File: config.mk
export PLATFORM = sky130hd
export DESIGN_NAME = cmd_frontend
export DESIGN_NICKNAME = d
export VERILOG_FILES = /design/src/rtl/cmd_frontend.sv
export SDC_FILE = /design/constraint.sdc
export NUM_CORES = 1
export LEC_CHECK = 0
export CAP_MARGIN = 20
export CELL_PAD_IN_SITES_DETAIL_PLACEMENT = 1
export CELL_PAD_IN_SITES_GLOBAL_PLACEMENT = 1
export CORE_UTILIZATION = 37
export CTS_CLUSTER_DIAMETER = 80
export CTS_CLUSTER_SIZE = 30
export DETAILED_ROUTE_END_ITERATION = 7
export GPL_TIMING_DRIVEN = 0
export PLACE_DENSITY_LB_ADDON = 0.1
export SETUP_SLACK_MARGIN = 0.4
export SYNTH_ARGS = -nofsm -noshare
export SYNTH_HDL_FRONTEND = slang
export SYNTH_SLANG_ARGS = --single-unit
File: constraint.sdc
create_clock -name clk -period 2.95 [get_ports clk]
set_input_delay 0.4425 -clock clk [delete_from_list [all_inputs] [get_ports clk]]
set_output_delay 0.4425 -clock clk [all_outputs]
set_load 0.05 [all_outputs]
File: src/rtl/cmd_frontend.sv
// BRAM datapath command front-end: synchronises the GPIO command/operand registers,
// issues one command per start rise over valid/ready and captures the datapath result.

module cmd_frontend_sync #(
  parameter int STAGES = 2
) (
  input  logic clk,
  input  logic reset,
  input  logic d,
  output logic q
);
  logic [STAGES-1:0] ff;

  always_ff @(posedge clk or negedge reset)
    if (!reset) ff <= '0;
    else        ff <= {ff[STAGES-2:0], d};

  assign q = ff[STAGES-1];
endmodule

module cmd_frontend #(
  parameter int          SYNC_STAGES = 2,
  parameter logic [31:0] ADR_BASE    = 32'd0,
  parameter logic [31:0] ADR_STRIDE  = 32'd4
) (
  input  logic        clk,
  input  logic        reset,
  input  logic [7:0]  gpio_cmdreg,
  input  logic [7:0]  gpio_mult,
  input  logic [7:0]  gpio_offset,
  output logic        cmd_valid,
  input  logic        cmd_ready,
  output logic [1:0]  cmd_op,
  output logic [31:0] cmd_adr,
  output logic [7:0]  cmd_mult,
  output logic [7:0]  cmd_offset,
  input  logic        res_valid,
  input  logic [31:0] res_data,
  output logic [31:0] gpio_rd,
  output logic [2:0]  gpio_status
);
  localparam int GPIO_W = 24;

  typedef enum logic [1:0] {IDLE, ISSUE, WAIT, DONE} state_t;
  state_t state, state_nxt;

  logic [GPIO_W-1:0] gpio_a, gpio_s;
  logic [7:0] cmd_s, mult_s, offset_s;
  logic       start_s, start_q, rise, busy, done, overrun;
  logic       unused_cmd_bits;

  assign gpio_a = {gpio_cmdreg, gpio_mult, gpio_offset};

  // Every GPIO bit gets its own synchroniser chain of equal depth, so fields
  // written before start are already settled when the start rise is seen.
  genvar i;
  generate
    for (i = 0; i < GPIO_W; i++) begin : g_sync
      cmd_frontend_sync #(.STAGES(SYNC_STAGES)) u_sync (
        .clk  (clk),
        .reset(reset),
        .d    (gpio_a[i]),
        .q    (gpio_s[i])
      );
    end
  endgenerate

  assign {cmd_s, mult_s, offset_s} = gpio_s;
  assign start_s         = cmd_s[0];
  assign rise            = start_s & ~start_q;
  assign unused_cmd_bits = ^cmd_s[2:1];

  // start_q clears on reset so a start held across reset release looks like a rise.
  always_ff @(posedge clk or negedge reset)
    if (!reset) start_q <= 1'b0;
    else        start_q <= start_s;

  always_ff @(posedge clk or negedge reset)
    if (!reset) state <= IDLE;
    else        state <= state_nxt;

  always_comb begin
    state_nxt = state;
    case (state)
      IDLE:    if (rise)      state_nxt = ISSUE;
      ISSUE:   if (cmd_ready) state_nxt = WAIT;
      WAIT:    if (res_valid) state_nxt = DONE;
      DONE:    if (!start_s)  state_nxt = IDLE;
      default:                state_nxt = IDLE;
    endcase
  end

  assign cmd_valid   = (state == ISSUE);
  assign busy        = (state == ISSUE) | (state == WAIT);
  assign gpio_status = {overrun, done, busy};

  always_ff @(posedge clk or negedge reset) begin
    if (!reset) begin
      cmd_op     <= '0;
      cmd_adr    <= '0;
      cmd_mult   <= '0;
      cmd_offset <= '0;
      gpio_rd    <= '0;
      done       <= 1'b0;
      overrun    <= 1'b0;
    end else begin
      if (state == IDLE && rise) begin
        cmd_op     <= cmd_s[7:6];
        cmd_adr    <= ADR_BASE + 32'(cmd_s[5:3]) * ADR_STRIDE;
        cmd_mult   <= mult_s;
        cmd_offset <= offset_s;
        done       <= 1'b0;
        overrun    <= 1'b0;
      end
      // A second start while a command is in flight is flagged, never queued.
      if (busy && rise) overrun <= 1'b1;
      if (state == WAIT && res_valid) begin
        gpio_rd <= res_data;
        done    <= 1'b1;
      end
    end
  end
endmodule
==> impl_metrics.json <==
{
  "root_buffer": "clkbuf_8",
  "cp-end-kind": "output port",
  "insertion_delay_ns": 0.35,
  "grt_pass1_wl_um": 11400,
  "dp_hpwl_um": 5160,
  "vias_per_cell": 4.16,
  "syn_inst": 216,
  "gp_congestion": 0.697,
  "drc": 0,
  "postCtsSetupBuffers": 0,
  "min_path_type": "in -> async",
  "first_global_vias": 2327,
  "r2r-start": "state[0]",
  "r2r_setup_slack_ns": 1.22,
  "clock_skew_ns": 0.00980,
  "seq_area_um2": 2550,
  "synth.avg_cell_area_um2": 16.8,
  "rows": 35,
  "drt_first_iter_violations": 35,
  "ios": 146,
  "core-area_um2": 9370,
  "dr_total_vias": 2096,
  "synth_seq_cells": 102,
  "finalInstanceArea_um2": 5250,
  "layout_common_cells": "clkdlybuf4s50_1 (112), dfrtp_1 (102), mux2_2 (53)",
  "worst_pin_slew_ns": 0.711,
  "yosysUniqueCellTypes": 19,
  "max_freq_ghz": 0.430,
  "cts_tree": "yes",
  "grt_max_degree": 58,
  "hold_violations": 0,
  "multi_input_area_um2": 882,
  "cts-buffers-inserted": 9,
  "yosysTopAreaCell": "dfrtp_1",
  "combPwrFrac_pct": 53.0,
  "nets": 435,
  "cp.required_ns": 2.51,
  "max_slew_margin_pct": 52.6,
  "antenna_found_initial": 0,
  "postCtsHoldBufs": 0,
  "grt_overflow": 0,
  "wl_um": 6910,
  "reg2reg_depth": 5,
  "power_frac_clock_pct": 13.6,
  "grtUsageTotal_pct": 14.8,
  "pre_cts_ws_ns": 0.822,
  "met2_usage_pct": 25.2,
  "grt.busiest_layer": "met2",
  "timing.final.ws_setup_ns": 0.626,
  "synthToLayoutAreaGrowth_pct": 45.0,
  "status": "completed",
  "wire_per_inst_um": 13.7,
  "dieArea_um2": 10200,
  "chipHeight_um": 101,
  "power.leakage_nw": 2.38,
  "ys_top_cells_by_area": "dfrtp_1 (71%), mux2_2 (16%), buf_4 (6.6%), ha_1 (1.7%), a2111oi_4 (0.76%)",
  "crit_type": "reg -> out",
  "ys_warn_count": 0,
  "power_density_nw_per_um2": 1160,
  "intPower_mw": 3.39,
  "drive_above_1_share_pct": 29.3,
  "layout_worst_path_cycle_share_pct": 78.8,
  "grtUsageMet1_pct": 17.1,
  "clockBufferDepth": 2,
  "numPortBuffers": 114,
  "switching_share_pct": 44.4,
  "start_util_pct": 38.6,
  "holdWs_ns": 0.134,
  "use_met3_pct": 4.65,
  "fill_cells": 955,
  "layout_commonest_cell": "clkdlybuf4s50_1",
  "syn-cell-area_um2": 3620,
  "r2r_end": "gpio_rd[4]",
  "setup_viol": 0,
  "period_needed_ns": 2.32,
  "pwr-share-seq_pct": 33.4,
  "peakVddDrop_mv": 0.456,
  "rsz0062_at_grt": "false",
  "place_area_um2": 5050,
  "maxCapViolCount": 0,
  "diodes": 0,
  "ant_nets": 0,
  "clkSinkCount": 102,
  "path_max_fanout": 4,
  "start_kind": "flip-flop",
  "p_switching_mw": 2.71,
  "drv_slew": 0,
  "crit_arrival_ns": 1.88,
  "synth_top_area_share_pct": 70.5,
  "dr.pass1.iters": 2,
  "synth-seq-area-share_pct": 70.5,
  "die_x_um": 101,
  "clkSlewWorstSetupHoldPaths_ns": 0.10,
  "h-tree-depth": 3
}
==> kinds of logic (layout without fill, tap and decap cells) <==
family                   Yosys count  in the layout  share of synthesized area, %
AO/OA/AOI/OAI                      4              4                          1.35
AND/OR/NAND/NOR                   10             10                          1.52
multiplexers                      54             54                          16.8
flip-flops                       102            102                          70.5
buffers and inverters             40            171                          7.99
adder cells (fa/ha/maj)            5              5                          1.73
other                              1             29                         0.104
==> synthesized netlist by cell type (all sizes together) <==
cell type / instances
nor2: 1
nand3b: 1
mux2i: 1
ha: 5
nor2b: 2
mux2: 53
a2bb2oi: 1
dfrtp: 102
nand2b: 1
inv: 3
a2111oi: 1
o21ai: 1
nand2: 4
a211oi: 1
and2: 1
buf: 37
conb: 1
==> timing repair <==
action / CTS / global route
resized for setup: 0 / 1
setup endpoints to repair: 0 / 1
endpoints found under the hold margin: 0 / 0
==> worst max-delay path: stages (launching register included) <==
cell and delay [ns]:
dfrtp_1 0.42, inv_1 0.13, ha_1 0.19, clkdlybuf4s50_1 0.80
==> how the worst max path moves through the flow <==
stage              from              to  slack (ns)
2_1_floorplan  state[1]        state[1]        1.29
3_3_place_gp      reset     gpio_rd[26]       -2.36
3_5_place_dp   state[0]  gpio_status[0]        0.82
4_1_cts        state[0]  gpio_status[0]        0.43
5_1_grt        state[1]       cmd_valid        0.51
6_report       state[1]       cmd_valid        0.63
==> power groups by stage <==
stage | sequential [mW] | combinational [mW] | clock (mW)
after global placement | 2.04 | 3.23 | 0
after detailed placement | 2.07 | 3.27 | 0
after floorplan | 3.35 | 0.882 | 0
after CTS | 2.04 | 3.27 | 0.873
after global routing | 2.10 | 3.39 | 0.929
final | 2.03 | 3.23 | 0.829
==> state kept, by name, summed over array words and instances, names as in the netlist <==
register	count
start_q	1
gpio_rd	32
g_sync.u_sync.ff	44
cmd_adr	3
done	1
overrun	1
cmd_offset	8
state	2
cmd_mult	8
cmd_op	2
==> routing by layer <==
metal,share of wire [%],vias to the layer above
met5,0,-
met4,1.1,0
met2,53,81
met3,7.3,8
met1,39,1044
li1,-,963
==> layout make-up <==
type,instances,share of cell area (%)
Clock buffer,10,2.62
Inverter,3,0.215
Clock inverter,6,1.05
Timing Repair Buffer,115,22.3
Tap cell,129,3.08
Sequential cell,102,48.7
Multi-Input combinational cell,102,16.8
Buffer,37,5.29
==> per-stage QoR <==
step	power [mW]	instances	util [%]	setup TNS, ns
2_1_floorplan	4.24	244	-	0
3_3_place_gp	5.27	487	53.6	-240.13
3_5_place_dp	5.34	488	53.9	0
4_1_cts	6.19	504	56.0	0
5_1_grt	6.42	504	56.0	0
6_report	6.09	504	56.0	0
Power figures use the tool's default switching activity.
